<file path="config.mk">
export PLATFORM = sky130hd
export DESIGN_NAME = axi_lite_master
export DESIGN_NICKNAME = d
export VERILOG_FILES = /design/src/rtl/axi_lite_pkg.sv /design/src/rtl/axi_lite_master.sv
export SDC_FILE = /design/constraint.sdc
export NUM_CORES = 1
export LEC_CHECK = 0
export ABC_AREA = 0
export CAP_MARGIN = 25
export CORE_MARGIN = 2
export CORE_UTILIZATION = 39
export DETAILED_ROUTE_END_ITERATION = 10
export HOLD_SLACK_MARGIN = 0.03
export PLACE_DENSITY = 0.87
export SKIP_CTS_REPAIR_TIMING = 1
export SLEW_MARGIN = 20
export SYNTH_ARGS = -nofsm -noshare
export SYNTH_HDL_FRONTEND = slang
export SYNTH_SLANG_ARGS = --single-unit
</file>
<file path="constraint.sdc">
create_clock -name clk -period 1.97 [get_ports clk]
set_input_delay 0.394 -clock clk [delete_from_list [all_inputs] [get_ports clk]]
set_output_delay 0.394 -clock clk [all_outputs]
set_load 0.01 [all_outputs]
</file>
<file path="src/rtl/axi_lite_pkg.sv">
// Shared definitions for the AXI-Lite command master: response codes and FSM states.
package axi_lite_pkg;

    localparam logic [1:0] RESP_OKAY   = 2'd0;
    localparam logic [1:0] RESP_EXOKAY = 2'd1;
    localparam logic [1:0] RESP_SLVERR = 2'd2;
    localparam logic [1:0] RESP_DECERR = 2'd3;

    typedef enum logic [2:0] {
        IDLE,
        WR_REQ,
        WR_RESP,
        RD_REQ,
        RD_DATA,
        RSP
    } state_t;

endpackage

</file>
<file path="src/rtl/axi_lite_master.sv">
// Single-outstanding AXI-Lite master: turns one command into one AXI read or write
// and returns the captured response. All AXI-facing outputs come from state/registers.
module axi_lite_master
    import axi_lite_pkg::*;
#(
    parameter int ADDR_WIDTH = 8,
    parameter int DATA_WIDTH = 32
) (
    input  logic                    clk,
    input  logic                    rst,

    input  logic                    cmd_valid,
    output logic                    cmd_ready,
    input  logic                    cmd_write,
    input  logic [ADDR_WIDTH-1:0]   cmd_addr,
    input  logic [DATA_WIDTH-1:0]   cmd_wdata,
    input  logic [DATA_WIDTH/8-1:0] cmd_wstrb,

    output logic                    rsp_valid,
    input  logic                    rsp_ready,
    output logic                    rsp_write,
    output logic [DATA_WIDTH-1:0]   rsp_rdata,
    output logic [1:0]              rsp_resp,

    output logic                    AWVALID,
    input  logic                    AWREADY,
    output logic [ADDR_WIDTH-1:0]   AWADDR,
    output logic                    WVALID,
    input  logic                    WREADY,
    output logic [DATA_WIDTH-1:0]   WDATA,
    output logic [DATA_WIDTH/8-1:0] WSTRB,
    input  logic                    BVALID,
    output logic                    BREADY,
    input  logic [1:0]              BRESP,
    output logic                    ARVALID,
    input  logic                    ARREADY,
    output logic [ADDR_WIDTH-1:0]   ARADDR,
    input  logic                    RVALID,
    output logic                    RREADY,
    input  logic [DATA_WIDTH-1:0]   RDATA,
    input  logic [1:0]              RRESP
);

    state_t                  state, state_nxt;
    logic [ADDR_WIDTH-1:0]   addr_q;
    logic [DATA_WIDTH-1:0]   wdata_q;
    logic [DATA_WIDTH/8-1:0] wstrb_q;
    logic [DATA_WIDTH-1:0]   rdata_q;
    logic [1:0]              resp_q;
    logic                    write_q;
    logic                    aw_done, w_done;

    logic accept, aw_fire, w_fire, aw_all, w_all;

    assign accept  = cmd_valid && cmd_ready;
    assign aw_fire = AWVALID && AWREADY;
    assign w_fire  = WVALID && WREADY;
    // A channel counts as finished if it completed earlier or completes this cycle.
    assign aw_all  = aw_done || aw_fire;
    assign w_all   = w_done || w_fire;

    always_ff @(posedge clk) begin
        if (rst) state <= IDLE;
        else     state <= state_nxt;
    end

    always_comb begin
        state_nxt = state;
        cmd_ready = 1'b0;
        rsp_valid = 1'b0;
        AWVALID   = 1'b0;
        WVALID    = 1'b0;
        BREADY    = 1'b0;
        ARVALID   = 1'b0;
        RREADY    = 1'b0;
        case (state)
            IDLE: begin
                cmd_ready = !rst;
                if (accept) state_nxt = cmd_write ? WR_REQ : RD_REQ;
            end
            WR_REQ: begin
                AWVALID = !aw_done;
                WVALID  = !w_done;
                if (aw_all && w_all) state_nxt = WR_RESP;
            end
            WR_RESP: begin
                BREADY = 1'b1;
                if (BVALID) state_nxt = RSP;
            end
            RD_REQ: begin
                ARVALID = 1'b1;
                if (ARREADY) state_nxt = RD_DATA;
            end
            RD_DATA: begin
                RREADY = 1'b1;
                if (RVALID) state_nxt = RSP;
            end
            RSP: begin
                rsp_valid = 1'b1;
                if (rsp_ready) state_nxt = IDLE;
            end
            default: state_nxt = IDLE;
        endcase
    end

    always_ff @(posedge clk) begin
        if (rst) begin
            addr_q  <= '0;
            wdata_q <= '0;
            wstrb_q <= '0;
            rdata_q <= '0;
            resp_q  <= RESP_OKAY;
            write_q <= 1'b0;
            aw_done <= 1'b0;
            w_done  <= 1'b0;
        end else begin
            case (state)
                IDLE: if (accept) begin
                    addr_q  <= cmd_addr;
                    wdata_q <= cmd_wdata;
                    wstrb_q <= cmd_wstrb;
                    write_q <= cmd_write;
                    rdata_q <= '0;
                    resp_q  <= RESP_OKAY;
                    aw_done <= 1'b0;
                    w_done  <= 1'b0;
                end
                WR_REQ: begin
                    // Flags are cleared on exit so the next write starts fresh.
                    aw_done <= aw_all && !w_all;
                    w_done  <= w_all && !aw_all;
                end
                WR_RESP: if (BVALID) resp_q <= BRESP;
                RD_DATA: if (RVALID) begin
                    rdata_q <= RDATA;
                    resp_q  <= RRESP;
                end
                default: ;
            endcase
        end
    end

    assign AWADDR    = addr_q;
    assign ARADDR    = addr_q;
    assign WDATA     = wdata_q;
    assign WSTRB     = wstrb_q;
    assign rsp_write = write_q;
    assign rsp_rdata = rdata_q;
    assign rsp_resp  = resp_q;

endmodule

</file>
==> impl_metrics.csv <==
group,metric,value,unit
run_status,status,"finished, final reports clean",
cells_and_area,layout_commonest_cell,"clkdlybuf4s50_1",
critical_path,crit_arrival,1440,ps
floorplanning,io_pins,184,
cells_and_area,multi_input_area,0.00144,sq mm
grt,grt_pass1_wl,16.1,mm
timing,finalHoldViolCount,0,
floorplanning,dieHeight,96.8,um
timing,finalCriticalPeriod,1830,ps
placement,globalplace.congestion,0.875,
grt,grt_max_degree,85,
synthesis,netlist_instances,407,
critical_path,reg2reg_depth,7,
synthesis,synthDistinctLibCells,33,
routing,via_per_inst,5.00,
synthesis,yosysWarningCount,0,
routing,wire_per_inst,14.2,um
grt,track_usage,0.206,
routing,drc,0,
timing,whs,469,ps
floorplanning,coreArea,0.00830,sq mm
pwr,clkPwrFrac,0.293,
pwr,p_int,3.09,mW
timing,max_freq,547,MHz
clock_network,cts_tree,"yes",
placement,io_buffers,183,
hold_path,whs_path_depth,2,
timing,skew,11.1,ps
placement,place_worst_setup_slack,75.6,ps
timing,fin_ws,141,ps
timing,finalCritPeriodShare,0.928,
critical_path,rr_startpoint,"state[2]$_SDFFE_PP0P_",
hold_path,worstHoldEndpoint,"rsp_rdata[11]$_SDFFE_PP0P_",
placement,post-dp-hpwl,6.83,mm
grt,grt-ovfl-total,0,
pwr,power_frac_seq,0.451,
pwr,switchingPower,1.23,mW
clock_network,cts_root_buf,"clkbuf_8",
routing,route.vias.total,3418,
synthesis,synthesis.nets,497,
synthesis,synth_seq_area_share,0.501,
clock_network,htreeDepth,3,
critical_path,setup.worst_path.class,"register to output pin",
clock_network,cts_num_sinks,84,
cells_and_area,final-seq-area,0.00169,sq mm
pwr,power_switching_share,0.285,
critical_path,rrSetupSlack,350,ps
timing,tightest_slew,731,ps
synthesis,synth_area,0.00336,sq mm
clock_network,ctsLongestPathBuffers,2,
grt,antenna_found_initial,0,
job,max_cap_viol_count,0,
cells_and_area,diodes,0,
critical_path,worstReg2RegEnd,"WDATA[11]$_SDFFE_PP0P_",
clock_network,cts_buffers,9,
cells_and_area,area_growth,62.2,%
timing,finalSetupTns,0,ps
critical_path,worstPathMaxFanout,9,
floorplanning,fp.dieArea,0.00937,sq mm
pwr,vdd_drop_max,0.000502,V
clock_network,worstSkewPairLatency,340,ps
clock_network,clkTransAtPathRegs,90,ps
floorplanning,placementRows,33,
synthesis,avgSynthCellArea,8.25,sq um
timing,rsz0062_at_grt,"no",
critical_path,cp.required,1580,ps
pwr,p_total,4.32,mW
routing,wirelength,9.69,mm
synthesis,ys_ff_latch,84,
timing,drv_slew,0,
cells_and_area,drive_gt1_frac,0.0623,
pwr,leakage,2.23,nW
timing,relSlewSlack,0.513,
routing,drt-pass1-iter-count,4,
routing,drtIter0Drc,131,
critical_path,crit_path_start_kind,"register",
cells_and_area,fillers,658,
hold_path,hp-start,"rsp_rdata[11]$_SDFFE_PP0P_",
cells_and_area,fin_nets,663,
timing,setup_viol,0,
hold_path,hp-class,"register to register",
floorplanning,start_util,0.404,
routing,postRouteAntennaNets,0,
cells_and_area,layout_common_cells,"175 x clkdlybuf4s50_1, 122 x nand2_1, 83 x dfxtp_1",
floorplanning,die_width,96.8,um
pwr,p_comb_frac,0.256,
pwr,p_per_area,793,mW/mm^2
grt,grt_pass1_vias,3309,
critical_path,endpoint_kind,"output pin",
[per-stage QoR]
stage                     cell area [sq um]  instances  utilization
after floorplan                        3360        407            -
after global placement                 5210        666        0.628
after detailed placement               5210        666        0.628
after CTS                              5410        682        0.652
after global routing                   5440        683        0.656
final                                  5440        683        0.656
[how the worst max path moves through the flow]
stage	start	end	slack (ps)	cells past startpoint
2_1_floorplan	state[2]$_SDFFE_PP0P_	AWVALID	520	3
3_3_place_gp	state[1]$_SDFFE_PP0P_	RREADY	180	3
3_5_place_dp	state[1]$_SDFFE_PP0P_	ARVALID	80	3
4_1_cts	state[1]$_SDFFE_PP0P_	ARVALID	-310	3
5_1_grt	state[2]$_SDFFE_PP0P_	RREADY	100	4
6_report	state[2]$_SDFFE_PP0P_	RREADY	140	4
[sequential cells by signal (all words and copies together), names as in the netlist]
name       cells
WDATA         32
rsp_write      1
rsp_rdata     32
state          3
aw_done        1
w_done         1
WSTRB          4
rsp_resp       2
ARADDR         8
[layout make-up]
cell class	instances	area share
Clock inverter	7	0.0149
Clock buffer	9	0.0228
Tap cell	105	0.0241
Sequential cell	84	0.310
Timing Repair Buffer	195	0.362
Multi-Input combinational cell	280	0.264
Inverter	3	0.00207
[worst max-delay path, cell delays in order, from the launching register on]
cell	delay, ps
dfxtp_1	340
buf_4	160
and2b_2	230
and2_1	180
dlymetal6s2s_1	190
[synth_stat cells]
| library cell | number | share of area |
|---|---|---|
| buf_2 | 6 | 0.0089 |
| inv_2 | 1 | 0.0011 |
| a21oi_1 | 38 | 0.057 |
| or4b_1 | 1 | 0.0030 |
| a211oi_1 | 1 | 0.0022 |
| nand3b_1 | 45 | 0.10 |
| o22ai_1 | 1 | 0.0019 |
| o21a_1 | 2 | 0.0045 |
| or3_1 | 1 | 0.0019 |
| and2b_1 | 1 | 0.0022 |
| nand4_1 | 1 | 0.0019 |
| clkbuf_1 | 18 | 0.020 |
| nand2_1 | 123 | 0.14 |
| buf_6 | 3 | 0.010 |
| inv_1 | 2 | 0.0022 |
| a2111oi_0 | 1 | 0.0026 |
| nor3b_1 | 1 | 0.0022 |
| o21ai_0 | 5 | 0.0075 |
| and2_1 | 3 | 0.0056 |
| a221o_1 | 1 | 0.0030 |
| and4_1 | 1 | 0.0026 |
| nor2b_1 | 1 | 0.0019 |
| nor4_4 | 1 | 0.0063 |
| and2_4 | 1 | 0.0026 |
| nor3_1 | 5 | 0.0075 |
| dfxtp_1 | 84 | 0.50 |
| o21ba_1 | 1 | 0.0030 |
| nand3_1 | 32 | 0.048 |
| nor2_1 | 8 | 0.0089 |
| a221oi_1 | 3 | 0.0078 |
| and3b_1 | 1 | 0.0026 |
| buf_4 | 13 | 0.029 |
| o221a_2 | 1 | 0.0034 |
[logic make-up after synthesis]
family                 synth area share
and+or+nand+nor                   0.335
DFF                               0.501
AOI/OAI and AO/OA                0.0924
buffers and inverters            0.0716
[power by group through the flow]
| stage | sequential, mW | combinational (mW) | clock (mW) |
|---|---|---|---|
| floorplan | 2.04 | 0.437 | 0 |
| global placement | 1.98 | 1.09 | 0 |
| detailed placement | 1.99 | 1.11 | 0 |
| CTS | 1.95 | 1.11 | 1.30 |
| global route | 1.97 | 1.20 | 1.38 |
| finish | 1.95 | 1.11 | 1.26 |
[routing by layer]
layer	part of all wire	global-route usage	vias to the layer above
li1	-	-	1690
met1	0.41	0.255	1549
met2	0.48	0.340	158
met3	0.088	0.0694	21
met4	0.022	0.0628	0
met5	0	0	-
No activity file was read; power rests on OpenSTA's default activity.
